### src/rtl/muldiv_pkg.sv
// Shared definitions for the iterative multiply/divide unit: op codes, FSM states and
// default widths matching the 16x32 register file. Optional build macro: MULDIV_SIGNED_EN.
package muldiv_pkg;

  localparam int DEF_WIDTH      = 32;
  localparam int DEF_REG_ADDR_W = 4;

  typedef enum logic [1:0] {
    OP_MULLO = 2'b00,
    OP_MULHI = 2'b01,
    OP_DIVU  = 2'b10,
    OP_REMU  = 2'b11
  } op_e;

  typedef enum logic [1:0] {
    S_IDLE  = 2'd0,
    S_RUN   = 2'd1,
`ifdef MULDIV_SIGNED_EN
    S_FIXUP = 2'd3,
`endif
    S_DONE  = 2'd2
  } state_e;

  // Bit 1 of the op code separates divide-family from multiply-family operations.
  function automatic logic is_div(input op_e op);
    return op[1];
  endfunction

endpackage

### src/rtl/muldiv_if.sv
// Issue/write-back bundle between the controller, the register file and muldiv_unit.
// Carries signedOp only when MULDIV_SIGNED_EN is defined.
interface muldiv_if
  import muldiv_pkg::*;
#(
  parameter int WIDTH      = DEF_WIDTH,
  parameter int REG_ADDR_W = DEF_REG_ADDR_W
);

  logic                  start;
  op_e                   op;
  logic [WIDTH-1:0]      operandA;
  logic [WIDTH-1:0]      operandB;
  logic [REG_ADDR_W-1:0] destRegister;
`ifdef MULDIV_SIGNED_EN
  logic                  signedOp;
`endif
  logic                  busy;
  logic                  done;
  logic [WIDTH-1:0]      writeData;
  logic [REG_ADDR_W-1:0] writeRegister;
  logic                  writeEnable;

  modport master (
    output start, op, operandA, operandB, destRegister,
`ifdef MULDIV_SIGNED_EN
    output signedOp,
`endif
    input  busy, done, writeData, writeRegister, writeEnable
  );

  modport slave (
    input  start, op, operandA, operandB, destRegister,
`ifdef MULDIV_SIGNED_EN
    input  signedOp,
`endif
    output busy, done, writeData, writeRegister, writeEnable
  );

endinterface

### src/rtl/muldiv_datapath.sv
// Shared accumulator datapath: upper half is product-high / remainder, lower half is
// multiplier-shift / quotient. Sign fixup logic present only with MULDIV_SIGNED_EN.
module muldiv_datapath
  import muldiv_pkg::*;
#(
  parameter int WIDTH = DEF_WIDTH
) (
  input  logic             clk,
  input  logic             rst,
  input  logic             load_i,
  input  logic             step_i,
`ifdef MULDIV_SIGNED_EN
  input  logic             fixup_i,
  input  logic             signed_i,
`endif
  input  op_e              op_i,
  input  logic [WIDTH-1:0] a_i,
  input  logic [WIDTH-1:0] b_i,
  output logic [WIDTH-1:0] result_o
);

  logic [2*WIDTH-1:0] acc_q, acc_d;
  logic [WIDTH-1:0]   opnd_q, opnd_d;
  op_e                op_q, op_d;

  logic               sign_a, sign_b;
  logic [WIDTH-1:0]   a_mag, b_mag;
  logic [WIDTH:0]     mul_sum;
  logic [WIDTH:0]     div_shift;
  logic               div_ge;
  logic [WIDTH-1:0]   div_sub;

`ifdef MULDIV_SIGNED_EN
  logic               neg_lo_q, neg_lo_d;
  logic               neg_hi_q, neg_hi_d;

  assign sign_a = signed_i & a_i[WIDTH-1];
  assign sign_b = signed_i & b_i[WIDTH-1];
`else
  assign sign_a = 1'b0;
  assign sign_b = 1'b0;
`endif

  assign a_mag = sign_a ? -a_i : a_i;
  assign b_mag = sign_b ? -b_i : b_i;

  assign mul_sum = {1'b0, acc_q[2*WIDTH-1:WIDTH]} + (acc_q[0] ? {1'b0, opnd_q} : '0);

  // The partial remainder stays below the divisor, so the shifted value needs one extra
  // bit and a successful subtraction always fits back into WIDTH bits.
  assign div_shift = {acc_q[2*WIDTH-1:WIDTH], acc_q[WIDTH-1]};
  assign div_ge    = (div_shift >= {1'b0, opnd_q});
  assign div_sub   = div_shift[WIDTH-1:0] - opnd_q;

  always_comb begin
    acc_d  = acc_q;
    opnd_d = opnd_q;
    op_d   = op_q;
`ifdef MULDIV_SIGNED_EN
    neg_lo_d = neg_lo_q;
    neg_hi_d = neg_hi_q;
`endif
    if (load_i) begin
      op_d = op_i;
      if (!is_div(op_i)) begin
        acc_d  = {{WIDTH{1'b0}}, b_mag};
        opnd_d = a_mag;
`ifdef MULDIV_SIGNED_EN
        neg_lo_d = sign_a ^ sign_b;
        neg_hi_d = sign_a ^ sign_b;
`endif
      end else if (b_i == '0) begin
        // Divide by zero: quotient all ones, remainder the raw dividend, no fixup.
        acc_d  = {a_i, {WIDTH{1'b1}}};
        opnd_d = '0;
`ifdef MULDIV_SIGNED_EN
        neg_lo_d = 1'b0;
        neg_hi_d = 1'b0;
`endif
      end else begin
        acc_d  = {{WIDTH{1'b0}}, a_mag};
        opnd_d = b_mag;
`ifdef MULDIV_SIGNED_EN
        neg_lo_d = sign_a ^ sign_b;
        neg_hi_d = sign_a;
`endif
      end
    end else if (step_i) begin
      if (!is_div(op_q)) begin
        acc_d = {mul_sum, acc_q[WIDTH-1:1]};
      end else if (div_ge) begin
        acc_d = {div_sub, acc_q[WIDTH-2:0], 1'b1};
      end else begin
        acc_d = {div_shift[WIDTH-1:0], acc_q[WIDTH-2:0], 1'b0};
      end
    end
`ifdef MULDIV_SIGNED_EN
    else if (fixup_i) begin
      if (!is_div(op_q)) begin
        acc_d = neg_lo_q ? -acc_q : acc_q;
      end else begin
        acc_d[2*WIDTH-1:WIDTH] = neg_hi_q ? -acc_q[2*WIDTH-1:WIDTH] : acc_q[2*WIDTH-1:WIDTH];
        acc_d[WIDTH-1:0]       = neg_lo_q ? -acc_q[WIDTH-1:0] : acc_q[WIDTH-1:0];
      end
    end
`endif
  end

  always_ff @(posedge clk) begin
    if (rst) begin
      acc_q  <= '0;
      opnd_q <= '0;
      op_q   <= OP_MULLO;
`ifdef MULDIV_SIGNED_EN
      neg_lo_q <= 1'b0;
      neg_hi_q <= 1'b0;
`endif
    end else begin
      acc_q  <= acc_d;
      opnd_q <= opnd_d;
      op_q   <= op_d;
`ifdef MULDIV_SIGNED_EN
      neg_lo_q <= neg_lo_d;
      neg_hi_q <= neg_hi_d;
`endif
    end
  end

  // Odd op codes (MULHI, REMU) read the upper half of the accumulator.
  assign result_o = op_q[0] ? acc_q[2*WIDTH-1:WIDTH] : acc_q[WIDTH-1:0];

endmodule

### src/rtl/muldiv_unit.sv
// Iterative multiply/divide unit: IDLE -> RUN (WIDTH steps) -> DONE, with an extra
// FIXUP cycle for sign correction when MULDIV_SIGNED_EN is defined.
module muldiv_unit
  import muldiv_pkg::*;
#(
  parameter int WIDTH      = DEF_WIDTH,
  parameter int REG_ADDR_W = DEF_REG_ADDR_W
) (
  input  logic     clk,
  input  logic     rst,
  muldiv_if.slave  bus
);

  localparam int CNT_W = $clog2(WIDTH);

  state_e                state_q, state_d;
  logic [CNT_W-1:0]      cnt_q, cnt_d;
  logic [REG_ADDR_W-1:0] dest_q, dest_d;
  logic                  load, step, div_zero;
  logic [WIDTH-1:0]      result;
`ifdef MULDIV_SIGNED_EN
  logic                  fixup;
`endif

  assign div_zero = is_div(bus.op) && (bus.operandB == '0);

  always_comb begin
    state_d = state_q;
    cnt_d   = cnt_q;
    dest_d  = dest_q;
    load    = 1'b0;
    step    = 1'b0;
`ifdef MULDIV_SIGNED_EN
    fixup   = 1'b0;
`endif
    case (state_q)
      S_IDLE: begin
        if (bus.start) begin
          load    = 1'b1;
          dest_d  = bus.destRegister;
          cnt_d   = '0;
          state_d = div_zero ? S_DONE : S_RUN;
        end
      end
      S_RUN: begin
        step  = 1'b1;
        cnt_d = cnt_q + 1'b1;
        if (cnt_q == CNT_W'(WIDTH - 1)) begin
`ifdef MULDIV_SIGNED_EN
          state_d = S_FIXUP;
`else
          state_d = S_DONE;
`endif
        end
      end
`ifdef MULDIV_SIGNED_EN
      S_FIXUP: begin
        fixup   = 1'b1;
        state_d = S_DONE;
      end
`endif
      S_DONE:  state_d = S_IDLE;
      default: state_d = S_IDLE;
    endcase
  end

  always_ff @(posedge clk) begin
    if (rst) begin
      state_q <= S_IDLE;
      cnt_q   <= '0;
      dest_q  <= '0;
    end else begin
      state_q <= state_d;
      cnt_q   <= cnt_d;
      dest_q  <= dest_d;
    end
  end

  muldiv_datapath #(
    .WIDTH (WIDTH)
  ) u_datapath (
    .clk      (clk),
    .rst      (rst),
    .load_i   (load),
    .step_i   (step),
`ifdef MULDIV_SIGNED_EN
    .fixup_i  (fixup),
    .signed_i (bus.signedOp),
`endif
    .op_i     (bus.op),
    .a_i      (bus.operandA),
    .b_i      (bus.operandB),
    .result_o (result)
  );

  // Write-back fields are held at zero outside the DONE cycle.
  assign bus.busy          = (state_q != S_IDLE);
  assign bus.done          = (state_q == S_DONE);
  assign bus.writeEnable   = bus.done;
  assign bus.writeData     = bus.done ? result : '0;
  assign bus.writeRegister = bus.done ? dest_q : '0;

endmodule
### src/flat_wrapper.sv
// flat-port wrapper written by rule: the top's interface ports become plain ports
module muldiv_unit_flat import muldiv_pkg::*;
#(
  parameter int WIDTH      = DEF_WIDTH,
  parameter int REG_ADDR_W = DEF_REG_ADDR_W
)
  (clk, rst, bus_start, bus_op, bus_operandA, bus_operandB, bus_destRegister, bus_busy, bus_done, bus_writeData, bus_writeRegister, bus_writeEnable);
  muldiv_if #(.WIDTH(WIDTH), .REG_ADDR_W(REG_ADDR_W)) bus_i ();
  input  logic clk;
  input  logic rst;
  input wire logic [$bits(bus_i.start)-1:0] bus_start;
  input wire logic [$bits(bus_i.op)-1:0] bus_op;
  input wire logic [$bits(bus_i.operandA)-1:0] bus_operandA;
  input wire logic [$bits(bus_i.operandB)-1:0] bus_operandB;
  input wire logic [$bits(bus_i.destRegister)-1:0] bus_destRegister;
  output wire logic [$bits(bus_i.busy)-1:0] bus_busy;
  output wire logic [$bits(bus_i.done)-1:0] bus_done;
  output wire logic [$bits(bus_i.writeData)-1:0] bus_writeData;
  output wire logic [$bits(bus_i.writeRegister)-1:0] bus_writeRegister;
  output wire logic [$bits(bus_i.writeEnable)-1:0] bus_writeEnable;
  assign bus_i.start = bus_start;
  assign bus_i.op = bus_op;
  assign bus_i.operandA = bus_operandA;
  assign bus_i.operandB = bus_operandB;
  assign bus_i.destRegister = bus_destRegister;
  assign bus_busy = bus_i.busy;
  assign bus_done = bus_i.done;
  assign bus_writeData = bus_i.writeData;
  assign bus_writeRegister = bus_i.writeRegister;
  assign bus_writeEnable = bus_i.writeEnable;
  muldiv_unit #(.WIDTH(WIDTH), .REG_ADDR_W(REG_ADDR_W)) u_core (.clk(clk), .rst(rst), .bus(bus_i));
endmodule
### config.mk
export PLATFORM = sky130hd
export DESIGN_NAME = muldiv_unit_flat
export DESIGN_NICKNAME = d
export VERILOG_FILES = /design/src/rtl/muldiv_pkg.sv /design/src/rtl/muldiv_if.sv /design/src/rtl/muldiv_datapath.sv /design/src/rtl/muldiv_unit.sv /design/src/flat_wrapper.sv
export SDC_FILE = /design/constraint.sdc
export NUM_CORES = 1
export LEC_CHECK = 0
export ABC_AREA = 1
export BUFFER_PORTS_ARGS = -buffer_cell sky130_fd_sc_hd__buf_2
export CORE_MARGIN = 2
export CORE_UTILIZATION = 46
export CTS_CLUSTER_DIAMETER = 80
export DETAILED_ROUTE_END_ITERATION = 10
export PLACE_DENSITY_LB_ADDON = 0.05
export SLEW_MARGIN = 20
export SYNTH_ARGS = -nofsm -noshare
export SYNTH_HDL_FRONTEND = slang
export SYNTH_SLANG_ARGS = --single-unit
### constraint.sdc
create_clock -name clk -period 2.68 [get_ports clk]
set_clock_uncertainty 0.15 [all_clocks]
set_input_delay 0.268 -clock clk [delete_from_list [all_inputs] [get_ports clk]]
set_output_delay 0.268 -clock clk [all_outputs]
set_load 0.01 [all_outputs]
Word level (Yosys, flattened, before mapping)
Cells that the tools add are included.
- register bits: 109
- logic and storage cells: 45
- input bits: 73
- output and inout bits: 39
- reduce and logical (&&, ||, !) cells: 9
- add/sub/neg operators: 3
- mux-type cells: 21
- equality and inequality tests: 5
- $lt $le $gt $ge: 1
- operators with widths (kind ; count):
    two-way mux 64 bit ; 6
    two-way mux 32 bit ; 5
    adder 32 x 32 -> 33 bit ; 1
    >= comparator 33 x 32 -> 1 bit ; 1
    logical NOT 32 bit ; 1
    subtractor 32 bit ; 1
    case mux 5 bit (2 select lines) ; 1
    two-way mux 2 bit ; 3
    AND reduction 2 bit ; 3
    nonzero test 2 bit ; 3
    adder 5 x 1 -> 5 bit (second input constant) ; 1
    equality test 5 bit (second input constant) ; 1
    two-way mux 5 bit ; 1
    two-way mux 4 bit ; 1
    case mux 2 bit (2 select lines) ; 1
    two-way mux 1 bit ; 3
    equality test 2 x 1 -> 1 bit (second input constant) ; 1
    equality test 2 bit (second input constant) ; 1
    logical NOT 2 bit ; 1
    != test 2 x 1 -> 1 bit (second input constant) ; 1
    != test 2 bit (second input constant) ; 1
    logical AND 1 bit ; 1

Depth between registers and ports, before layout
Gate-level depths: netlist of run 1.
- depth in word-level cells: 5
- depth in mapped cells: 20
- depth with buffers taken out: 19

Hierarchy
A second synthesis of run 1 with hierarchy kept.
- cells, all modules: 2150
- area, all modules: 11891.4 um^2
- modules (own cells, without submodules) (module ; instances ; area each (um^2) ; cells an instance ; sequential area each (um^2)):
    muldiv_datapath ; 1 ; 10995.5 ; 1983 ; 1961.9
    muldiv_unit ; 1 ; 895.9 ; 167 ; 220.2

Worst setup path after synthesis of run 1
Ideal clock, no wire load.
- kind: reg-to-reg
- start: register u_core.u_datapath.acc_q[0]
- end: register u_core.u_datapath.acc_q[46]
- period minus slack after synthesis: 2.493 ns
- setup time: 0.119 ns
- cell stages (with the launch flop): 17
- path slack: 0.187 ns
- data arrival time: 2.223 ns
- buffers on the path: 2
- data required time: 2.411 ns
- cell sequence: dfxtp_1 clkbuf_1 clkbuf_1 nand2_1 inv_1 ha_1 a21oi_1 nor2_1 nor2_1 nand2_1 nand2_1 nand2_1 or2_2 nand3_1 o211ai_1 inv_1 a21oi_1
- longest elaborated chain between the ends: 5
- ends and longest elaborated chain (element ; line ; source):
    start: declaration ; muldiv_datapath.sv:22 ; logic [2*WIDTH-1:0] acc_q, acc_d;
    start signal: assignment ; muldiv_datapath.sv:111 ; acc_q <= '0;
    start signal: assignment ; muldiv_datapath.sv:119 ; acc_q <= acc_d;
    two-way mux 32 bit ; muldiv_datapath.sv:47 ; assign mul_sum = {1'b0, acc_q[2*WIDTH-1:WIDTH]} + (acc_q[0] ? {1'b0, opnd_q} : '0);
    adder 32 x 32 -> 33 bit ; muldiv_datapath.sv:47 ;
    two-way mux 64 bit ; muldiv_datapath.sv:89 ; if (!is_div(op_q)) begin
    two-way mux 64 bit ; muldiv_datapath.sv:88 ; end else if (step_i) begin
    two-way mux 64 bit ; muldiv_datapath.sv:63 ; if (load_i) begin
Every way passes these cells. The select of a mux whose other input is x is not followed.
A chain may end at the register's enable or synchronous reset.

Worst setup path after layout of run 1
- start: register u_core.u_datapath.opnd_q[13]
- end: register u_core.u_datapath.acc_q[44]
- longest elaborated chain between the ends: 5
- elaborated cells on any way between the ends: 7
- classes of those cells: 1 x add/sub; 1 x order compare; 5 x mux
- ends and longest elaborated chain (element ; line ; source):
    start: declaration ; muldiv_datapath.sv:23 ; logic [WIDTH-1:0] opnd_q, opnd_d;
    start signal: assignment ; muldiv_datapath.sv:120 ; opnd_q <= opnd_d;
    two-way mux 32 bit or >= comparator 33 x 32 -> 1 bit (tied branches) ; muldiv_datapath.sv:47, muldiv_datapath.sv:52 ;
    adder 32 x 32 -> 33 bit or two-way mux 64 bit (tied branches) ; muldiv_datapath.sv:47, muldiv_datapath.sv:91 ;
    two-way mux 64 bit * ; muldiv_datapath.sv:89 ;
    two-way mux 64 bit * ; muldiv_datapath.sv:88 ;
    two-way mux 64 bit * ; muldiv_datapath.sv:63 ;
Every way passes the cells marked *; elsewhere a longest branch is shown, timed or not. The select of a mux whose other input is x is not followed.

==> run summary, run 1 <==
clock buffer depth = 2
RR Endpoint = u_core.u_datapath.acc_q[44]$_SDFFE_PP0P_
Leakage = 6.95 nW
final hold viol count = 0
placed instance area = 12800 µm²
Hold Path Origin = bus_op[0]
cell area after synthesis = 11200 µm²
critical path required time = 2.78 ns
FP Rows = 57
largest net degree at the start of global routing = 116
vias in the first global route = 12700
Placer Congestion = 1.06
CTS Root Cell = clkbuf_16
Mapped Nets = 2082
hold buffer count at cts = 0
hold_ws = 0.0344 ns
syn_area_per_cell = 5.79 µm²
final setup TNS = 0 ns
Post-synth EDFFs = 0
critical path endpoint category = flop
share of the yosys chip area belonging to registers = 0.194
DR DRC count = 0
Antenna Nets Post-Route = 0
IO buf count = 111
hold depth = 3
I/O pin count = 112
area delta synth->final = 22.7%
synthesis-stage register bit count = 109
die height = 160 µm
R2R depth = 15
WHS Endpoint = u_core.u_datapath.op_q[0]$_SDFFE_PP0P_
WP data arrival = 2.76 ns
Die W = 160 µm
Worst-path clk slew = 0.08 ns
flop-to-flop setup slack = 0.02 ns
Max Cap Violations = 0
Synth Warn # = 0
Crit Path Max Fanout = 11
# diodes = 0
Core Region = 24200 µm²
RSZ-0062 raised after global routing = yes
Pwr per Cell Area = 595 nW/µm²
Power Total = 8.21 mW
grt total ovfl = 0
Max rail drop VDD = 0.385 mV
synth unique cells = 50
drt first pass iters = 6
Fmax = 376 MHz
All-Layer GR Usage = 0.363
first-pass GRT wire length = 72300 µm
layout cell share with drive strength beyond 1 = 0.200
WL per Instance = 20.1 µm
Synth Instances = 1941
final slew viol count = 0
Tmin final = 2.66 ns
ys flop type = dfxtp_1
# nets final = 2248
CTS H-Tree Depth = 3
reg-to-reg startpoint = u_core.u_datapath.opnd_q[13]$_SDFFE_PP0P_
path type of the worst min-delay path = in -> reg
Starting Density = 0.465
async set-reset flop share out of synthesis = 0
Setup Crit Path Kind = reg -> reg
startpoint types = flop
final setup vio count = 0
CTS buffer count = 9
Clock Latency Late Sink = 0.36 ns
Worst slew margin = 0.481
vias per inst = 5.72
Sinks on Clock Net = 109
final worst path period share = 0.992
initial DRC count = 1770
detailed placement HPWL = 37800 µm
Slew @ Worst Pin = 0.773 ns
Post-Route WL = 48900 µm
initial antenna violation count = 0
status = finished, final reports clean
via count = 13900
Die ar. = 25700 µm²
CTS tree = built
final instance area = 13800 µm²
[routing by layer]
| layer | vias to the layer above | share of wire | global-route usage |
|---|---|---|---|
| met3 | 79 | 0.12 | 0.0733 |
| met2 | 801 | 0.41 | 0.537 |
| met1 | 6365 | 0.44 | 0.534 |
| met5 | - | 0 | 0 |
| met4 | 0 | 0.028 | 0.0962 |
| li1 | 6680 | - | - |
[flip-flops by register name (all words and copies together), names as in the netlist]
signal                    cells
u_core.cnt_q                  5
u_core.dest_q                 4
u_core.u_datapath.acc_q      64
u_core.u_datapath.op_q        2
u_core.u_datapath.opnd_q     32
u_core.state_q                2
[power breakdown]
group / switching, mW / leakage [nW] / internal, mW / total (mW)
Combinational: 3.01 / 5.91 / 1.79 / 4.80
Sequential: 0.216 / 0.904 / 1.82 / 2.03
Clock: 0.721 / 0.133 / 0.651 / 1.37
Total: 3.95 / 6.95 / 4.26 / 8.21
[cell families after synthesis]
logic type	share of synthesized area
compound gates	0.248
fa+ha+maj	0.0770
simple gates	0.314
flops	0.194
buf+inv	0.149
xor+xnor	0.0179
[synthesized netlist by cell type (8+ instances only)]
cell / count / share of area
a21oi_1: 194 / 0.086
inv_1: 326 / 0.11
ha_1: 66 / 0.073
buf_2: 14 / 0.0062
nand3_1: 98 / 0.044
o221ai_1: 26 / 0.020
buf_6: 8 / 0.0080
clkbuf_1: 56 / 0.019
xor2_1: 11 / 0.0086
a21oi_2: 10 / 0.0078
nor3_1: 15 / 0.0067
dfxtp_1: 109 / 0.19
nand3b_1: 12 / 0.0080
nand2_2: 8 / 0.0045
nand4_1: 14 / 0.0078
xnor2_1: 12 / 0.0094
o21ai_1: 15 / 0.0067
o21ai_0: 146 / 0.065
nand2_1: 528 / 0.18
o22ai_1: 22 / 0.012
nor2_1: 129 / 0.043
a221oi_1: 34 / 0.026
[worst max path at each step]
stage,start,to,slack (ns),depth (start not counted)
3_3_place_gp,u_core.u_datapath.opnd_q[31]$_SDFFE_PP0P_,u_core.u_datapath.acc_q[50]$_SDFFE_PP0P_,-0.05,13
5_1_grt,u_core.u_datapath.acc_q[0]$_SDFFE_PP0P_,u_core.u_datapath.acc_q[62]$_SDFFE_PP0P_,-0.07,18
6_report,u_core.u_datapath.opnd_q[13]$_SDFFE_PP0P_,u_core.u_datapath.acc_q[44]$_SDFFE_PP0P_,0.02,15
3_5_place_dp,u_core.u_datapath.opnd_q[31]$_SDFFE_PP0P_,u_core.u_datapath.acc_q[35]$_SDFFE_PP0P_,-0.03,13
2_1_floorplan,u_core.u_datapath.acc_q[0]$_SDFFE_PP0P_,u_core.u_datapath.acc_q[46]$_SDFFE_PP0P_,0.19,16
4_1_cts,u_core.u_datapath.opnd_q[22]$_SDFFE_PP0P_,u_core.u_datapath.acc_q[50]$_SDFFE_PP0P_,0.05,15
[timing repair]
| item | in CTS | in global routing |
|---|---|---|
| setup endpoints to repair | 14 | 33 |
| gates cloned | 0 | 2 |
| setup buffers | 0 | 8 |
| pin swaps | 0 | 8 |
| resized for setup | 3 | 131 |
[cells in the final DEF (no fill, tap or decap), types with 26 or more instances in the layout]
cell type,netlist,routed
buf_4,4,118
a21oi_1,194,181
nand2_1,528,508
a221oi_1,34,34
nor2_1,129,112
o221ai_1,26,26
o21ai_0,146,140
buf_2,14,111
ha_1,66,26
nand2_2,8,28
ha_4,0,32
nand3_1,98,95
inv_1,326,313
dfxtp_1,109,103
[through the flow]
stage	setup slack (ns)	instances	util
detailed placement	-0.0283	2410	0.528
global route	-0.0678	2436	0.570
finish	0.0204	2436	0.570
CTS	0.0505	2426	0.541
floorplan	0.187	1941	-
global placement	-0.0455	2410	0.528
[worst max-delay path, stage by stage (launching register included)]
cell and delay [ns]:
dfxtp_1 0.39, inv_1 0.18, ha_4 0.34, nand2_1 0.08, nor2_2 0.13, nand2_1 0.07, nor2_2 0.11, nand3b_1 0.15
nand3_2 0.12, nor2_4 0.05, buf_12 0.14, buf_12 0.12, nand2_4 0.16, nand2_1 0.17, nand3_1 0.13, a31oi_1 0.07
[area by class of cell]
class	count	area (µm²)
Fill cell	2514	10400
Multi-Input combinational cell	1412	8010
Sequential cell	109	2190
Timing Repair Buffer	239	1630
Inverter	336	1270
Tap cell	324	405
Clock buffer	10	229
Clock inverter	6	55.1
No activity file was read; power rests on OpenSTA's default activity.
==> run 2, diff against run 1 <==
--- a/config.mk
+++ b/config.mk
@@ -12,6 +12,7 @@
 export CTS_CLUSTER_DIAMETER = 80
 export DETAILED_ROUTE_END_ITERATION = 10
 export PLACE_DENSITY_LB_ADDON = 0.05
+export SETUP_SLACK_MARGIN = 0.4
 export SLEW_MARGIN = 20
 export SYNTH_ARGS = -nofsm -noshare
 export SYNTH_HDL_FRONTEND = slang
==> run summary, run 2 (same netlist as run 1, synthesis figures left out) <==
final worst path period share = 0.988 (was 0.992)
setup slack after placement = -0.0489 ns (was -0.0283 ns)
worst path cell trace = buf_12 > nand2_4 > inv_2 > ha_4 > fa_2 > nand2_2 > nand2_2 > nand3b_1 > nand2_2 > nand2_2 > nand2_4 > nand2_4 > nand2_4 > buf_6 > a21oi_2 > o21a_1 > nor2_1 > a21oi_1 (was inv_1 > ha_4 > nand2_1 > nor2_2 > nand2_1 > nor2_2 > nand3b_1 > nand3_2 > nor2_4 > buf_12 > buf_12 > nand2_4 > nand2_1 > nand3_1 > a31oi_1)
flop-to-flop setup slack = 0.03 ns (was 0.02 ns)
Fmax = 378 MHz (was 376 MHz)
biggest regs = u_core.u_datapath.acc_q (64), u_core.u_datapath.opnd_q (32), u_core.cnt_q (5) (unchanged)
Sinks on Clock Net = 109 (unchanged)
DR WL met3 = 5230 µm (was 5950 µm)
max reg flops = 64 (unchanged)
FP Rows = 57 (unchanged)
Max Used Layer = met4 (unchanged)
non-filler instance count after layout = 2465 (was 2436)
die height = 160 µm (unchanged)
Leakage = 7.42 nW (was 6.95 nW)
path type of the worst min-delay path = in -> reg (unchanged)
area delta synth->final = 37.1% (was 22.7%)
largest net degree at the start of global routing = 116 (unchanged)
CTS tree = built (unchanged)
RSZ-0062 raised after global routing = yes (unchanged)
Max Cap Violations = 0 (unchanged)
Starting Density = 0.465 (unchanged)
startpoint types = flop (unchanged)
layout cell share with drive strength beyond 1 = 0.326 (was 0.200)
first-pass GRT wire length = 73500 µm (was 72300 µm)
Slew @ Worst Pin = 0.545 ns (was 0.773 ns)
initial DRC count = 1538 (was 1770)
R2R depth = 18 (was 15)
Die ar. = 25700 µm² (unchanged)
WL met2 = 21400 µm (was 20200 µm)
final hold viol count = 0 (unchanged)
placed instance count = 2392 (was 2410)
Slowest cell on crit path = fa_2 (was dfxtp_1)
Max rail drop VDD = 0.383 mV (was 0.385 mV)
register name with the most flops = u_core.u_datapath.acc_q (unchanged)
Multi-input gate area = 9210 µm² (was 8010 µm²)
I/O pin count = 112 (unchanged)
All-Layer GR Usage = 0.369 (was 0.363)
critical path required time = 2.82 ns (was 2.78 ns)
vias per inst = 5.72 (about the same)
# diodes = 0 (unchanged)
final instance area = 15400 µm² (was 13800 µm²)
hold_ws = 0.0365 ns (was 0.0344 ns)
Worst-path clk slew = 0.08 ns (about the same)
WL per Instance = 20.3 µm (was 20.1 µm)
Die W = 160 µm (unchanged)
most frequent cells in the layout = 438 x nand2_1, 278 x inv_1, 155 x a21oi_1 (was 508 x nand2_1, 313 x inv_1, 181 x a21oi_1)
CTS buffer count = 9 (unchanged)
final setup vio count = 0 (unchanged)
status = finished, final reports clean (unchanged)
IO buf count = 111 (unchanged)
Antenna Nets Post-Route = 0 (unchanged)
via count = 14100 (was 13900)
placed instance area = 12700 µm² (was 12800 µm²)
initial antenna violation count = 0 (unchanged)
drt first pass iters = 6 (unchanged)
Post-Route WL = 50000 µm (was 48900 µm)
PnR worst setup slack = 0.0329 ns (was 0.0204 ns)
hold depth = 3 (unchanged)
clock buffer depth = 2 (unchanged)
vias in the first global route = 12700 (about the same)
detailed placement HPWL = 37100 µm (was 37800 µm)
Crit Path Max Fanout = 6 (was 11)
CTS Root Cell = clkbuf_16 (unchanged)
Pwr per Cell Area = 584 nW/µm² (was 595 nW/µm²)
CP delay by family, top = simple AND/OR/NAND/NOR gates (unchanged)
Worst slew margin = 0.636 (was 0.481)
Core Region = 24200 µm² (unchanged)
WP data arrival = 2.79 ns (was 2.76 ns)
commonest non-fill, non-tap cell in the layout = nand2_1 (unchanged)
hold buffer count at cts = 0 (unchanged)
# nets final = 2277 (was 2248)
CTS H-Tree Depth = 3 (unchanged)
CP max stage delay = 0.40 ns (was 0.39 ns)
Tmin final = 2.65 ns (was 2.66 ns)
grt total ovfl = 0 (unchanged)
wire length on met1 = 22100 µm (was 21400 µm)
critical path endpoint category = flop (unchanged)
final setup TNS = 0 ns (unchanged)
Clock Latency Late Sink = 0.36 ns (about the same)
DR DRC count = 0 (unchanged)
Buffers & Inverters on Critical Path = 3 (unchanged)
Levels on crit path = 18 (was 15)
Storage cell area = 2250 µm² (was 2190 µm²)
filler cell count = 2336 (was 2514)
Setup Crit Path Kind = reg -> reg (unchanged)
final slew viol count = 0 (unchanged)
Placer Congestion = 1.03 (was 1.06)
[run 2: area by class of cell]
cell class | count | area share
inverter | 336 | 0.0845
multi-input combinational | 1413 | 0.598
tap | 324 | 0.0263
clock buffer | 9 | 0.0146
timing repair inverter | 1 | 0.000487
timing repair buffer | 266 | 0.126
clock inverter | 7 | 0.00439
sequential | 109 | 0.146
[run 2: power by group]
group / internal (mW) / switching, mW
clock: 0.656 / 0.710
sequential: 1.84 / 0.247
combinational: 2.20 / 3.35
[run 2: routing by layer]
| layer | up-vias | GRT usage |
|---|---|---|
| met3 | 73 | 0.0416 |
| met2 | 772 | 0.555 |
| met1 | 6498 | 0.560 |
| met5 | - | 0 |
| met4 | 0 | 0.0925 |
| li1 | 6752 | - |
[run 2: stage by stage]
| stage | total power, mW | util |
|---|---|---|
| after floorplan | 4.69 | - |
| after global placement | 6.18 | 0.524 |
| after detailed placement | 6.20 | 0.524 |
| after CTS | 8.11 | 0.578 |
| after global routing | 9.53 | 0.637 |
| final | 9.00 | 0.637 |
[run 2: worst min-delay path, delay by kind of cell]
family,cells,cell delay [ns]
AO/OA/AOI/OAI,1,0.06
buffers and inverters,1,0.11
AND/OR/NAND/NOR,1,0.06
[run 2: worst paths after layout]
| kind | start | to |
|---|---|---|
| worst max-delay path | u_core.u_datapath.acc_q[0]$_SDFFE_PP0P_ | u_core.u_datapath.acc_q[43]$_SDFFE_PP0P_ |
| worst min register to register | u_core.dest_q[1]$_SDFFE_PP0P_ | u_core.dest_q[1]$_SDFFE_PP0P_ |
| worst max register to register | u_core.u_datapath.acc_q[0]$_SDFFE_PP0P_ | u_core.u_datapath.acc_q[43]$_SDFFE_PP0P_ |
| worst min-delay path | bus_operandB[7] | u_core.u_datapath.opnd_q[7]$_SDFFE_PP0P_ |
[run 2: timing repair]
item	in CTS	in global routing
endpoints found under the hold margin	0	0
setup buffers	20	31
cloned	2	4
setup endpoints to repair	53	67
pin swaps	25	70
gates resized for setup	188	314
==> run 3, diff against run 2 <==
--- a/config.mk
+++ b/config.mk
@@ -5,7 +5,6 @@
 export SDC_FILE = /design/constraint.sdc
 export NUM_CORES = 1
 export LEC_CHECK = 0
-export ABC_AREA = 1
 export BUFFER_PORTS_ARGS = -buffer_cell sky130_fd_sc_hd__buf_2
 export CORE_MARGIN = 2
 export CORE_UTILIZATION = 46
==> run summary, run 3 <==
CTS tree = built (unchanged)
CTS buffer count = 9 (unchanged)
grt met3 use = 0.0529 (was 0.0416)
layout cell share with drive strength beyond 1 = 0.369 (was 0.326)
WP data arrival = 3.47 ns (was 2.79 ns)
Tmin final = 3.34 ns (was 2.65 ns)
Max rail drop VDD = 0.321 mV (was 0.383 mV)
Synth Warn # = 0 (unchanged)
critical path required time = 2.81 ns (was 2.82 ns)
Worst-path clk slew = 0.09 ns (was 0.08 ns)
largest net degree at the start of global routing = 56 (was 116)
drt first pass iters = 5 (was 6)
Die ar. = 23200 µm² (was 25700 µm²)
final slew viol count = 0 (unchanged)
DR DRC count = 0 (unchanged)
Starting Density = 0.467 (was 0.465)
Antenna Nets Post-Route = 0 (unchanged)
detailed placement HPWL = 31500 µm (was 37100 µm)
via count = 12000 (was 14100)
Max Cap Violations = 0 (unchanged)
Critical Path Sink = u_core.u_datapath.acc_q[55]$_SDFFE_PP0P_ (was u_core.u_datapath.acc_q[43]$_SDFFE_PP0P_)
synth cell count leaders = 133 x nor2_1, 109 x dfxtp_1, 97 x a21oi_1 (was 528 x nand2_1, 326 x inv_1, 194 x a21oi_1)
vias in the first global route = 11500 (was 12700)
syn_area_per_cell = 7.64 µm² (was 5.79 µm²)
post-synth top area share = 0.215 (was 0.194)
critical path endpoint category = flop (unchanged)
CTS Root Cell = clkbuf_16 (unchanged)
R2R depth = 14 (was 18)
# diodes = 0 (unchanged)
CTS H-Tree Depth = 3 (unchanged)
Slew @ Worst Pin = 0.823 ns (was 0.545 ns)
I/O pin count = 112 (unchanged)
Mapped Nets = 1466 (was 2082)
setup slack after placement = -0.648 ns (was -0.0489 ns)
most frequent cells in the layout = 301 x buf_4, 126 x nor2_1, 111 x buf_2 (was 438 x nand2_1, 278 x inv_1, 155 x a21oi_1)
met1 usage = 0.484 (was 0.560)
CP max stage delay = 0.36 ns (was 0.40 ns)
grt total ovfl = 0 (unchanged)
path type of the worst min-delay path = in -> reg (unchanged)
commonest non-fill, non-tap cell in the layout = buf_4 (was nand2_1)
RSZ-0062 raised after global routing = yes (unchanged)
final instance area = 14500 µm² (was 15400 µm²)
clock network power share = 0.191 (was 0.152)
Logic pwr share = 0.553 (was 0.617)
synthesis-stage register bit count = 109 (unchanged)
final worst path period share = 1.25 (was 0.988)
area delta synth->final = 43.0% (was 37.1%)
RR Endpoint = u_core.u_datapath.acc_q[55]$_SDFFE_PP0P_ (was u_core.u_datapath.acc_q[43]$_SDFFE_PP0P_)
hold_ws = 0.0778 ns (was 0.0365 ns)
Worst slew margin = 0.450 (was 0.636)
IO buf count = 111 (unchanged)
# nets final = 1831 (was 2277)
M2 GR Usage = 0.558 (was 0.555)
worst setup path startpoint = u_core.u_datapath.acc_q[0]$_SDFFE_PP0P_ (unchanged)
grt peak-use layer = met2 (was met1)
Synth Instances = 1325 (was 1941)
Die W = 152 µm (was 160 µm)
async set-reset flop share out of synthesis = 0 (unchanged)
ys flop type = dfxtp_1 (unchanged)
Placer Congestion = 0.963 (was 1.03)
filler cell count = 1892 (was 2336)
vias per inst = 6.10 (was 5.72)
Sinks on Clock Net = 109 (unchanged)
Power Internal = 4.55 mW (was 4.69 mW)
Post-synth EDFFs = 0 (unchanged)
final hold viol count = 0 (unchanged)
Slowest cell on crit path = dfxtp_4 (was fa_2)
placed instance area = 13300 µm² (was 12700 µm²)
first-pass GRT wire length = 64900 µm (was 73500 µm)
Post-Route WL = 42300 µm (was 50000 µm)
Crit Path Max Fanout = 4 (was 6)
hold depth = 3 (unchanged)
startpoint types = flop (unchanged)
initial DRC count = 1014 (was 1538)
Flop pwr share = 0.256 (was 0.232)
Clock Latency Late Sink = 0.37 ns (was 0.36 ns)
initial antenna violation count = 0 (unchanged)
FP Rows = 54 (was 57)
register name with the most flops = u_core.u_datapath.acc_q (unchanged)
cell area after synthesis = 10100 µm² (was 11200 µm²)
status = finished with violations (was finished, final reports clean)
Leakage = 6.30 nW (was 7.42 nW)
reg-to-reg startpoint = u_core.u_datapath.acc_q[0]$_SDFFE_PP0P_ (unchanged)
max reg flops = 64 (unchanged)
All-Layer GR Usage = 0.351 (was 0.369)
ranking of synthesized cells by area = dfxtp_1 22%, ha_1 8.2%, mux2i_1 6.9%, nor2_1 4.9%, a21oi_1 4.8% (was dfxtp_1 19%, nand2_1 18%, inv_1 11%, a21oi_1 8.6%, ha_1 7.3%)
WL per Instance = 21.4 µm (was 20.3 µm)
worst path cell trace = and2_4 > ha_4 > fa_2 > a21o_1 > a221oi_4 > o31ai_4 > a211o_1 > o41ai_2 > buf_4 > buf_6 > o21bai_4 > xor2_1 > nand2_1 > a221oi_2 (was buf_12 > nand2_4 > inv_2 > ha_4 > fa_2 > nand2_2 > nand2_2 > nand3b_1 > nand2_2 > nand2_2 > nand2_4 > nand2_4 > nand2_4 > buf_6 > a21oi_2 > o21a_1 > nor2_1 > a21oi_1)
Core Region = 21700 µm² (was 24200 µm²)
Pwr per Cell Area = 526 nW/µm² (was 584 nW/µm²)
violated checks = negative setup slack
Net Switching = 3.06 mW (was 4.30 mW)
post-synth top area cell = dfxtp_1 (unchanged)
Switching Share = 0.402 (was 0.478)
share of the yosys chip area belonging to registers = 0.215 (was 0.194)
biggest regs = u_core.u_datapath.acc_q (64), u_core.u_datapath.opnd_q (32), u_core.cnt_q (5) (unchanged)
die height = 152 µm (was 160 µm)
final setup vio count = 33 (was 0)
Fmax = 300 MHz (was 378 MHz)
clock buffer depth = 2 (unchanged)
synth unique cells = 82 (was 50)
Setup Crit Path Kind = reg -> reg (unchanged)
top-count cell post-synth = nor2_1 (was nand2_1)
PnR worst setup slack = -0.658 ns (was 0.0329 ns)
flop-to-flop setup slack = -0.66 ns (was 0.03 ns)
==> run 3: cell types whose count changed after synthesis, moves of 24 or more <==
cell and change:
nand2_1 -453, inv_1 -273, a21oi_1 -97, o21ai_0 -84
mux2i_1 +70, nand3_1 -68, o211ai_1 +55, a211oi_1 +47
and2_1 +42, or3_1 +31, o221ai_1 -24
==> run 3: repair_timing <==
action,4_1_cts,5_1_grt
setup endpoints to repair,51,55
hold buffers,5,0
resized for setup,93,49
pin swaps,52,36
gates cloned,1,0
endpoints found under the hold margin,5,0
setup buffers,13,12
==> run 3: kinds of logic (layout without fill, tap and decap cells) <==
| group | Yosys count | in the layout | share of synthesized area |
|---|---|---|---|
| buffers and inverters | 151 | 521 | 0.0597 |
| flip-flops | 109 | 109 | 0.215 |
| multiplexers | 82 | 82 | 0.0829 |
| AO/OA/AOI/OAI | 433 | 433 | 0.300 |
| AND/OR/NAND/NOR | 432 | 432 | 0.214 |
| adder cells (fa/ha/maj) | 68 | 68 | 0.0855 |
| XOR/XNOR | 50 | 50 | 0.0432 |
==> run 3: cell type report <==
| class | count | area [µm²] | area share |
|---|---|---|---|
| well taps | 280 | 350 | 0.0242 |
| inverters | 54 | 205 | 0.0142 |
| clock inverters | 6 | 62.6 | 0.00432 |
| clock buffers | 10 | 239 | 0.0165 |
| flip-flops and latches | 109 | 2200 | 0.152 |
| multi-input cells | 1065 | 8070 | 0.557 |
| repair buffers | 451 | 3350 | 0.231 |
==> run 3: worst max-delay path, delay by kind of cell, from the launching register on <==
kind                     cells  cell delay [ns]
flip-flops                   1             0.36
adder cells (fa/ha/maj)      2             0.50
XOR/XNOR                     1             0.14
AND/OR/NAND/NOR              2             0.25
AO/OA/AOI/OAI                7             1.59
buffers and inverters        2             0.27
==> run 3: metal layers <==
layer | up-vias | share of wire
li1 | 5694 | -
met1 | 5762 | 0.45
met2 | 505 | 0.45
met3 | 82 | 0.068
met4 | 0 | 0.033
met5 | - | 0
==> run 3: through the flow <==
step                      setup TNS (ns)  utilization  cells  power [mW]
after floorplan                    -2.87            -   1325        3.99
after global placement            -12.45        0.611   1928        5.59
after detailed placement          -13.49        0.611   1928        5.62
after CTS                         -10.20        0.651   1963        7.38
after global routing              -15.82        0.668   1975        8.00
final                             -12.50        0.668   1975        7.61
==> run 3: worst min-delay path by stage <==
stage	startpoint	endpoint	slack, ns
2_1_floorplan	bus_destRegister[0]	u_core.dest_q[0]$_SDFFE_PP0P_	0.25
3_3_place_gp	u_core.dest_q[0]$_SDFFE_PP0P_	u_core.dest_q[0]$_SDFFE_PP0P_	0.29
3_5_place_dp	u_core.dest_q[0]$_SDFFE_PP0P_	u_core.dest_q[0]$_SDFFE_PP0P_	0.30
4_1_cts	bus_operandB[0]	u_core.u_datapath.opnd_q[0]$_SDFFE_PP0P_	0.08
5_1_grt	bus_operandA[9]	u_core.u_datapath.acc_q[41]$_SDFFE_PP0P_	0.11
6_report	bus_operandB[0]	u_core.u_datapath.opnd_q[0]$_SDFFE_PP0P_	0.08
==> run 3: power groups by stage <==
stage | Sequential [mW] | Combinational (mW) | Clock, mW
floorplan | 1.93 | 2.07 | 0
global placement | 1.96 | 3.63 | 0
detailed placement | 1.96 | 3.66 | 0
CTS | 1.93 | 3.98 | 1.46
global route | 1.96 | 4.52 | 1.51
finish | 1.95 | 4.21 | 1.45
